<file path="src/rtl/mouse_axis_emu_if.sv">
// Signal bundle between a PS/2 mouse / analog joystick front end and the
// mouse-to-analog-axis emulator.
interface mouse_axis_emu_if #(
    parameter int W = 8
);
    logic [24:0]         ps2_mouse;
    logic [2*W-1:0]      joya;
    logic [15:0]         joy_in;
    logic                cpu_halt;
    logic                mode;
    logic [1:0]          sens;
    logic signed [W-1:0] ax;
    logic signed [W-1:0] ay;
    logic [15:0]         joy_out;
    logic                emu_active;

    modport master (
        output ps2_mouse, joya, joy_in, cpu_halt, mode, sens,
        input  ax, ay, joy_out, emu_active
    );

    modport slave (
        input  ps2_mouse, joya, joy_in, cpu_halt, mode, sens,
        output ax, ay, joy_out, emu_active
    );
endinterface

</file>
<file path="src/rtl/mouse_axis_emu.sv">
// Turns PS/2 mouse motion into a signed analog stick position, with an
// optional spring mode that drifts the stick back to centre.
module mouse_axis_emu #(
    parameter int W            = 8,
    parameter int STEP_MAX     = 10,
    parameter int DECAY_PERIOD = 65536,
    parameter int Y_INVERT     = 1
) (
    input logic             CLK,
    input logic             RESET_N,
    mouse_axis_emu_if.slave bus
);
    localparam int CW = $clog2(DECAY_PERIOD);
    localparam logic [CW-1:0] DCNT_LAST = CW'(DECAY_PERIOD - 1);

    function automatic logic signed [8:0] neg_sat9(input logic signed [8:0] d);
        if (d == 9'sh100) return 9'sd255;
        return -d;
    endfunction

    function automatic logic signed [W-1:0] clamp_step(input logic signed [8:0] d,
                                                       input logic [1:0] sh);
        logic signed [8:0] s;
        int v;
        s = d >>> sh;
        v = int'(s);
        if (v > STEP_MAX)       v = STEP_MAX;
        else if (v < -STEP_MAX) v = -STEP_MAX;
        return W'(v);
    endfunction

    function automatic logic signed [W-1:0] sat_add(input logic signed [W-1:0] a,
                                                    input logic signed [W-1:0] b);
        logic signed [W:0] s;
        s = {a[W-1], a} + {b[W-1], b};
        if (s[W] != s[W-1]) return s[W] ? {1'b1, {(W-1){1'b0}}} : {1'b0, {(W-1){1'b1}}};
        return s[W-1:0];
    endfunction

    function automatic logic signed [W-1:0] toward_zero(input logic signed [W-1:0] a);
        if (a[W-1])    return a + W'(1);
        if (a != '0)   return a - W'(1);
        return a;
    endfunction

    logic                tog_q, armed_q;
    logic                vld_p0, vld_p1;
    logic signed [8:0]   dx_p0, dy_p0;
    logic signed [W-1:0] stx_p1, sty_p1;
    logic signed [W-1:0] acc_x, acc_y;
    logic                emu_active_q;
    logic [CW-1:0]       dcnt;

    logic signed [8:0] dx_raw, dy_raw;
    logic              evt, clr, tick;

    assign dx_raw = {bus.ps2_mouse[4], bus.ps2_mouse[15:8]};
    assign dy_raw = {bus.ps2_mouse[5], bus.ps2_mouse[23:16]};
    // armed_q keeps the first edge after reset a pure capture of the strobe
    assign evt    = armed_q && (bus.ps2_mouse[24] != tog_q);
    assign clr    = (bus.joya != '0) || bus.cpu_halt;
    assign tick   = bus.mode && emu_active_q && (dcnt == DCNT_LAST);

    always_ff @(posedge CLK or negedge RESET_N) begin
        if (!RESET_N) begin
            tog_q        <= 1'b0;
            armed_q      <= 1'b0;
            vld_p0       <= 1'b0;
            vld_p1       <= 1'b0;
            acc_x        <= '0;
            acc_y        <= '0;
            emu_active_q <= 1'b0;
            dcnt         <= '0;
        end else begin
            tog_q   <= bus.ps2_mouse[24];
            armed_q <= 1'b1;
            vld_p0  <= evt && !clr;
            vld_p1  <= vld_p0 && !clr;
            if (clr) begin
                acc_x        <= '0;
                acc_y        <= '0;
                emu_active_q <= 1'b0;
                dcnt         <= '0;
            end else begin
                if (vld_p1) begin
                    acc_x        <= sat_add(acc_x, stx_p1);
                    acc_y        <= sat_add(acc_y, sty_p1);
                    emu_active_q <= 1'b1;
                end else if (tick) begin
                    acc_x <= toward_zero(acc_x);
                    acc_y <= toward_zero(acc_y);
                end
                if (bus.mode && emu_active_q)
                    dcnt <= (dcnt == DCNT_LAST) ? '0 : dcnt + CW'(1);
                else
                    dcnt <= '0;
            end
        end
    end

    // ---- stage 0 -> 1: capture deltas, then shift and clamp ----
    always_ff @(posedge CLK) begin
        dx_p0  <= dx_raw;
        dy_p0  <= (Y_INVERT != 0) ? neg_sat9(dy_raw) : dy_raw;
        stx_p1 <= clamp_step(dx_p0, bus.sens);
        sty_p1 <= clamp_step(dy_p0, bus.sens);
    end

    assign bus.ax         = emu_active_q ? acc_x : $signed(bus.joya[W-1:0]);
    assign bus.ay         = emu_active_q ? acc_y : $signed(bus.joya[2*W-1:W]);
    assign bus.joy_out    = emu_active_q ? {bus.joy_in[15:6], bus.ps2_mouse[1:0], bus.joy_in[3:0]}
                                         : bus.joy_in;
    assign bus.emu_active = emu_active_q;

    // ps2 status bits that carry no axis information
    logic unused_bits;
    assign unused_bits = &{1'b0, bus.ps2_mouse[7:6], bus.ps2_mouse[3:2]};
endmodule
</file>
<file path="src/flat_wrapper.sv">
// flat-port wrapper written by rule: the top's interface ports become plain ports
module mouse_axis_emu_flat 
#(
    parameter int W            = 8,
    parameter int STEP_MAX     = 10,
    parameter int DECAY_PERIOD = 65536,
    parameter int Y_INVERT     = 1
)
  (CLK, RESET_N, bus_ps2_mouse, bus_joya, bus_joy_in, bus_cpu_halt, bus_mode, bus_sens, bus_ax, bus_ay, bus_joy_out, bus_emu_active);
  mouse_axis_emu_if #(.W(W)) bus_i ();
  input logic CLK;
  input logic RESET_N;
  input wire logic [$bits(bus_i.ps2_mouse)-1:0] bus_ps2_mouse;
  input wire logic [$bits(bus_i.joya)-1:0] bus_joya;
  input wire logic [$bits(bus_i.joy_in)-1:0] bus_joy_in;
  input wire logic [$bits(bus_i.cpu_halt)-1:0] bus_cpu_halt;
  input wire logic [$bits(bus_i.mode)-1:0] bus_mode;
  input wire logic [$bits(bus_i.sens)-1:0] bus_sens;
  output wire logic [$bits(bus_i.ax)-1:0] bus_ax;
  output wire logic [$bits(bus_i.ay)-1:0] bus_ay;
  output wire logic [$bits(bus_i.joy_out)-1:0] bus_joy_out;
  output wire logic [$bits(bus_i.emu_active)-1:0] bus_emu_active;
  assign bus_i.ps2_mouse = bus_ps2_mouse;
  assign bus_i.joya = bus_joya;
  assign bus_i.joy_in = bus_joy_in;
  assign bus_i.cpu_halt = bus_cpu_halt;
  assign bus_i.mode = bus_mode;
  assign bus_i.sens = bus_sens;
  assign bus_ax = bus_i.ax;
  assign bus_ay = bus_i.ay;
  assign bus_joy_out = bus_i.joy_out;
  assign bus_emu_active = bus_i.emu_active;
  mouse_axis_emu #(.W(W), .STEP_MAX(STEP_MAX), .DECAY_PERIOD(DECAY_PERIOD), .Y_INVERT(Y_INVERT)) u_core (.CLK(CLK), .RESET_N(RESET_N), .bus(bus_i));
endmodule
</file>
<file path="config.mk">
export PLATFORM = sky130hd
export DESIGN_NAME = mouse_axis_emu_flat
export DESIGN_NICKNAME = d
export VERILOG_FILES = /design/src/rtl/mouse_axis_emu_if.sv /design/src/rtl/mouse_axis_emu.sv /design/src/flat_wrapper.sv
export SDC_FILE = /design/constraint.sdc
export NUM_CORES = 1
export LEC_CHECK = 0
export CORE_ASPECT_RATIO = 1.4
export CORE_UTILIZATION = 33
export DETAILED_ROUTE_END_ITERATION = 16
export GPL_ROUTABILITY_DRIVEN = 0
export MAX_ROUTING_LAYER = met4
export PLACE_DENSITY_LB_ADDON = 0.15
export SYNTH_ARGS = -nofsm -noshare
export SYNTH_HDL_FRONTEND = slang
export SYNTH_SLANG_ARGS = --single-unit
</file>
<file path="constraint.sdc">
create_clock -name CLK -period 6.4 [get_ports CLK]
set_input_delay 1.28 -clock CLK [delete_from_list [all_inputs] [get_ports CLK]]
set_output_delay 1.28 -clock CLK [all_outputs]
set_load 0.02 [all_outputs]
</file>
## Word level (Yosys, flattened, before mapping)

Cells that the tools add are included.

- $add $sub $neg: 8
- Magnitude comparators: 4
- Equality and inequality tests: 5
- Shift-type cells: 2
- Multiplexer cells: 57
- Reduce and logical (&&, ||, !) cells: 18

Operators with widths:

| cell | count |
|---|---|
| 2-to-1 mux 8 bit | 24 |
| 2-to-1 mux 16 bit | 3 |
| 2-to-1 mux 1 bit | 27 |
| adder 8 x 8 -> 9 bit | 2 |
| > comparator 9 x 5 -> 1 bit (second input constant) | 2 |
| less-than comparator 9 x 5 -> 1 bit (second input constant) | 2 |
| 2-to-1 mux 9 bit | 2 |
| >>> shifter 9 x 2 -> 9 bit | 2 |
| adder 16 x 1 -> 16 bit (second input constant) | 1 |
| adder 8 x 2 -> 8 bit (second input constant) | 2 |
| equality test 16 bit (second input constant) | 1 |
| nonzero test 16 bit | 1 |
| nonzero test 8 bit | 2 |
| subtractor 8 x 2 -> 8 bit (second input constant) | 2 |
| equality test 9 bit (second input constant) | 1 |
| negator 9 bit | 1 |
| nonzero test 4 bit | 2 |
| 2-to-1 mux 6 bit | 1 |
| logical AND 1 bit | 5 |
| AND reduction 2 bit | 2 |
| OR reduction 2 bit | 2 |
| != test 1 bit | 3 |
| nonzero test 3 bit | 1 |
| nonzero test 2 bit | 1 |
| other kinds (2) | 2 |

- Bits in registers: 71
- Bits of input ports: 63
- Output and inout port bits: 33
- Word-level logic and storage cells: 108

## Depth between registers and ports, before layout

Gate-level depths: netlist (run 1).

- Depth after elaboration: 14
- Depth in mapped cells: 8
- Gate-level depth less buffers: 8

## Worst setup path before layout (run 1)

OpenSTA, ideal clock, no wires.

- Path kind: input-to-output
- Start: in bus_ps2_mouse[0]
- End: out bus_joy_out[4]
- Arrival: 1,585 ps
- Required time: 5,120 ps
- Setup slack: 3,535 ps
- Cell stages on the path: 1
- Buffers on the path: 0
- Cells stage by stage: mux2_2

- Cells in the longest elaborated chain, start to end: 1

RTL lines:

| element | line | source |
|---|---|---|
| start, declared | flat_wrapper.sv:13 | `input wire logic [$bits(bus_i.ps2_mouse)-1:0] bus_ps2_mouse;` |
| 2-to-1 mux 6 bit | mouse_axis_emu.sv:111 | `assign bus.joy_out = emu_active_q ? {bus.joy_in[15:6], bus.ps2_mouse[1:0], bus.joy_in[3:0]}` |
| end, declared | flat_wrapper.sv:21 | `output wire logic [$bits(bus_i.joy_out)-1:0] bus_joy_out;` |

No other way between the ends.

## Worst setup path after layout (run 1)

- Start: in bus_joya[15]
- End: out bus_ay[7]

- Cells in the longest elaborated chain, start to end: 1

RTL lines:

| element | line | source |
|---|---|---|
| start, declared | flat_wrapper.sv:14 | `input wire logic [$bits(bus_i.joya)-1:0] bus_joya;` |
| 2-to-1 mux 8 bit | mouse_axis_emu.sv:110 | `assign bus.ay = emu_active_q ? acc_y : $signed(bus.joya[2*W-1:W]);` |
| end, declared | flat_wrapper.sv:20 | `output wire logic [$bits(bus_i.ay)-1:0] bus_ay;` |

No other way between the ends.

==> results of run 1 <==
-- stage by stage --
| step | hold WS (ns) | std cells | worst slack [ns] | utilization | total power [mW] |
|---|---|---|---|---|---|
| after floorplan | 0.428 | 524 | 3.53 | - | 0.572 |
| after global placement | 0.449 | 736 | 2.58 | 0.380 | 0.617 |
| after detailed placement | 0.452 | 736 | 2.54 | 0.380 | 0.618 |
| after CTS | 0.466 | 752 | 2.59 | 0.404 | 1.18 |
| after global routing | 0.488 | 752 | 2.56 | 0.404 | 1.21 |
| final | 0.458 | 752 | 2.59 | 0.404 | 1.17 |
-- power by group through the flow --
stage                     Combinational, mW  Sequential (mW)  Clock (mW)
final                                 0.135            0.473       0.558
after global routing                  0.150            0.475       0.589
after CTS                             0.137            0.474       0.571
after detailed placement              0.136            0.482           0
after global placement                0.135            0.482           0
after floorplan                      0.0946            0.478           0
-- area by class of cell --
cell class | count | area share
flip-flops and latches | 71 | 0.275
well taps | 189 | 0.0405
multi-input cells | 391 | 0.502
repair buffers | 65 | 0.110
clock buffers | 13 | 0.0519
clock inverters | 3 | 0.00750
inverters | 20 | 0.0129
-- worst paths after layout --
check	start	endpoint
worst max-delay path	bus_joya[15]	bus_ay[7]
worst min-delay path	u_core.dx_p0[8]$_DFF_P_	u_core.stx_p1[4]$_SDFF_PN0_
worst min register to register	u_core.dx_p0[8]$_DFF_P_	u_core.stx_p1[4]$_SDFF_PN0_
max in group asynchronous	RESET_N	u_core.acc_y[5]$_DFFE_PN0P_
min in group asynchronous	RESET_N	u_core.vld_p0$_DFF_PN0_
worst max register to register	u_core.acc_x[0]$_DFFE_PN0P_	u_core.acc_x[5]$_DFFE_PN0P_
-- metal layers --
| metal | GRT usage | wire (um) | vias up |
|---|---|---|---|
| met3 | 0.0309 | 499 | 15 |
| met4 | 0.0606 | 223 | 0 |
| met1 | 0.181 | 4920 | 1834 |
| met5 | - | 0 | - |
| met2 | 0.254 | 5260 | 113 |
| li1 | - | - | 1967 |
-- flip-flops by register name, indices dropped and copies added (netlist names) --
| register | flops |
|---|---|
| u_core.sty_p1 | 8 |
| u_core.vld_p1 | 1 |
| u_core.stx_p1 | 8 |
| u_core.acc_x | 8 |
| u_core.armed_q | 1 |
| u_core.vld_p0 | 1 |
| u_core.dcnt | 16 |
| u_core.acc_y | 8 |
| u_core.dy_p0 | 9 |
| u_core.dx_p0 | 9 |
| u_core.bus.emu_active | 1 |
| u_core.tog_q | 1 |
-- synthesized netlist by cell type (all sizes together) (6+ instances only) --
library cell	n
a21o	12
a21oi	32
a31oi	8
and2	6
and3	6
buf	25
clkbuf	17
dfrtp	37
dfxtp	34
ha	25
inv	20
mux2	19
mux2i	6
mux4	8
nand2	34
nand2b	8
nand3	17
nand4	10
nor2	43
nor2b	7
nor3	21
o21ai	13
or3	6
xnor2	15
xor2	22
-- cell families after synthesis --
logic type / count (synthesis)
XOR/XNOR: 37
buffers and inverters: 62
AND/OR/NAND/NOR: 177
flip-flops: 71
other: 1
multiplexers: 33
AO/OA/AOI/OAI: 116
adder cells (fa/ha/maj): 27
==> run metrics, run 1 <==
Die W 105 um; CTS-repair resized insts 0; normalized max-slew margin 0.394; final hold violations 0; outcome complete, no violations; Internal approximately 910 uW; setup violators final 0; Cells after Synth 524; Top Family by Delay on Critical Path buffers and inverters; crit path max fanout 2; RSZ-0062 raised after global routing false; htree depth 3; Leakage 2.43 nW; starting density of the core 0.337; largest family of logic cells by synthesized area simple AND/OR/NAND/NOR gates; most common cell after layout, fill and taps aside clkdlybuf4s50_1; IO Count 96; total wire length 10,900 um; area share of fa/ha/maj cells after synthesis 0.0724; Worst Hold Class reg -> reg; DRC 0; Via-to-Cell Ratio 5.22; post-synthesis simple-gate area fraction 0.198; CP Data Required Time 5.12 ns; Hold Path Depth 0; post-synthesis sequential element count 71; Reg clk slew, reported paths ~0.060 ns; nets ~650; Multi-input gate area 2930 um2; sw power about 260 uW; vias in the first global route 3,924; CP Depth 3; clk sink count 71; area leader, netlist dfrtp_1; Detailed Place HPWL 8220 um; Die ar. 15,300 um2; Net Sw Frac 0.223; DR pass1 iterations 4; largest cells by area after synthesis dfrtp_1 19%, dfxtp_1 14%, ha_1 6.4%; Comb pwr share 0.116; clock share of power 0.478; site row count 52; Worst-Skew Late Latency 0.33 ns; setup TNS 0 ns; maxcap violations 0; growth of design area from synthesis to finish 19.8%; number of enable flip-flop cells after synthesis 0; CTS root buf clkbuf_16; global route overflow 0; Yosys cell types 79; post-synthesis mux area share 0.0932; synth warn 0; CTS tree yes; period utilisation layout 0.595; wire length per cell 14.5 um; Antenna Violating Nets Remaining 0; Syn Nets 614; initial antenna violation count 0; Worst EP arrival about 2.5 ns; reg2reg setup slack 3.59 ns; Slowest-stage cell, CP clkdlybuf4s50_1; Synth top area share 0.190; Most used DFF post-synth dfrtp_1; largest net degree at the start of global routing 38; register area 1610 um2; Mapped Area roughly 4900 um2; Placed Instance Area roughly 5500 um2; CP Cell Sequence clkdlybuf4s50_1 > mux2_2 > clkdlybuf4s50_1; drt initial violations 157; worst path bufs/invs 2; number of diodes 0; Period minus WS final 3.81 ns; critical path class in -> out; cts hold-fix bufs 0; clock skew 0.00852 ns; first-pass GRT wire length 18,500 um; gr usage total 0.153; Port Buffers 63; setup bufs post-CTS 0; Seq/Total Area, Yosys 0.330; via count 3,929; crit-path most repeated cell clkdlybuf4s50_1; Critical Path Start Type input port; Reg2Reg Depth 8; CP Capture Type primary output; Worst-Margin Slew 0.907 ns; Reg power frac 0.406; critical path's largest stage delay 0.61 ns; PD cells around 200 nW/um2; Final Slew Violations 0; layout cells sized above 1 0.121; Max clock buf depth 2; ys async rst share 0.521; Core Area between 10,000 and 15,000 um2; final instance area 5840 um2; Mapped Avg Cell Area 9.30 um2; XOR/XNOR share of the synthesized area 0.0665; CTS buffer count 9; Achievable Freq approximately 260 MHz; Die H 146 um; Compound-Gate Fraction of Synth Area 0.171; most frequent cells in the layout 62 x clkdlybuf4s50_1, 43 x nor2_1, 37 x dfrtp_1; FILL cells between 1,000 and 1,500; VDD IR max 0.000120 V
Note: power is estimated with default switching activity, not from simulation.
==> run 2, diff against run 1 <==
==> constraint.sdc (replaced) <==
create_clock -name CLK -period 3.8 [get_ports CLK]
set_input_delay 0.76 -clock CLK [delete_from_list [all_inputs] [get_ports CLK]]
set_output_delay 0.76 -clock CLK [all_outputs]
set_load 0.02 [all_outputs]
==> run 2 against run 1 <==
Against the previous run:
- clock power increased by 57%
- highest routed layer unchanged
- clock-buffer cell count decreased by 1
- first-iteration DRC count increased by 13%
- largest power group unchanged
- global-route usage decreased by 0.083 points
==> run metrics, run 2 (synthesis gave the netlist of run 1 again) <==
setup bufs post-CTS 0; DRC 0; DR pass1 iterations 4; Worst EP arrival 2.18 ns; Die H 146 um; Reg clk slew, reported paths 0.06 ns; CP Capture Type primary output; Core Area 14,400 um2; Top Registers u_core.dcnt: 16 flops, u_core.dx_p0: 9 flops, u_core.dy_p0: 9 flops; initial antenna violation count 0; critical path class reg -> out; largest net degree at the start of global routing 38; RSZ-0062 raised after global routing false; outcome complete, no violations; maxcap violations 0; CTS-repair resized insts 0; first-pass GRT wire length 18,400 um; most frequent cells in the layout 62 x clkdlybuf4s50_1, 43 x nor2_1, 37 x dfrtp_1; clock skew 0.00712 ns; IO Count 96; clk sink count 71; Die W about 100 um; final hold violations 0; Antenna Violating Nets Remaining 0; Achievable Freq 341 MHz; PD cells 326 nW/um2; Max clock buf depth 2; most common cell after layout, fill and taps aside clkdlybuf4s50_1; growth of design area from synthesis to finish 19.7%; placed cell count 739; global route overflow 0; max FFs per register 16; total power ~1.9 mW; cts hold-fix bufs 0; gr usage total 0.152; CTS root buf clkbuf_16; setup TNS 0 ns; Final Slew Violations 0; site row count 52; via count 3,978; CP Data Required Time 3.04 ns; Largest Register u_core.dcnt; drt initial violations around 180; normalized max-slew margin 0.432; CTS buffer count 9; total wire length 11,000 um; Leakage 2.43 nW; htree depth 3; VDD IR max 0.000169 V; crit path max fanout 23; vias in the first global route 3,896; Worst-Margin Slew 0.853 ns; nets 651; Final Instance Count excl. Fillers 755; period utilisation layout 0.773; Period minus WS final 2.94 ns; layout cells sized above 1 0.124; Die ar. about 15,000 um2; Worst Hold Class reg -> reg; number of diodes 0; Detailed Place HPWL 8450 um; Port Buffers 63; Worst-Skew Late Latency 0.33 ns; setup violators final 0; Via-to-Cell Ratio around 5.3; wire length per cell between 10 and 15 um; starting density of the core 0.337; Critical Path Start Type flop; CTS tree yes
-- run 2: cell count changes in the layout (fill, tap and decap cells not counted) --
cell       delta
buf_4         +3
clkbuf_1      +1
clkbuf_16     -1
clkbuf_8      -1
inv_4         +1
-- run 2: path summary, 6_finish.rpt --
| path | start | to | slack [ns] | cells after the start |
|---|---|---|---|---|
| max reg2reg | u_core.acc_x[0]$_DFFE_PN0P_ | u_core.acc_x[5]$_DFFE_PN0P_ | 1.02 | 8 |
| max | u_core.bus.emu_active$_DFFE_PN0N_ | bus_ay[7] | 0.86 | 2 |
| max in group asynchronous | RESET_N | u_core.acc_y[4]$_DFFE_PN0P_ | 2.72 | 1 |
| min in group asynchronous | RESET_N | u_core.vld_p0$_DFF_PN0_ | 0.53 | 1 |
| min | u_core.dx_p0[8]$_DFF_P_ | u_core.stx_p1[7]$_SDFF_PN0_ | 0.46 | 0 |
| min reg2reg | u_core.dx_p0[8]$_DFF_P_ | u_core.stx_p1[7]$_SDFF_PN0_ | 0.46 | 0 |
-- run 2: stage by stage --
step	cell area (um2)	utilization	hold slack, ns	worst slack [ns]
6_report	5830	0.404	0.456	0.864
5_1_grt	5830	0.404	0.487	0.741
4_1_cts	5830	0.404	0.464	0.842
3_5_place_dp	5520	0.382	0.454	0.686
3_3_place_gp	5520	0.382	0.449	0.704
2_1_floorplan	4870	-	0.428	1.29
-- run 2: power by group --
group          internal (mW)  switching, mW  total, mW
combinational          0.126          0.104      0.230
clock                  0.566          0.309      0.875
sequential             0.779         0.0175      0.796
total                   1.47          0.430       1.90
-- run 2: layout make-up --
class	instances	area, um2
fillers	1457	8610
multi-input cells	391	2930
flip-flops and latches	71	1610
repair buffers	68	663
clock buffers	12	268
well taps	189	236
inverters	20	75.1
clock inverters	4	50.0
-- run 2: critical path: stages, from the launching register on --
cell             delay (ns)
dfrtp_1                0.89
mux2_2                 0.41
clkdlybuf4s50_1        0.54
-- run 2: routing by layer --
layer | vias up | track usage | part of all wire
met5 | - | - | 0
met4 | 0 | 0.0549 | 0.019
met3 | 18 | 0.0340 | 0.056
met2 | 128 | 0.264 | 0.50
met1 | 1851 | 0.171 | 0.43
li1 | 1981 | - | -
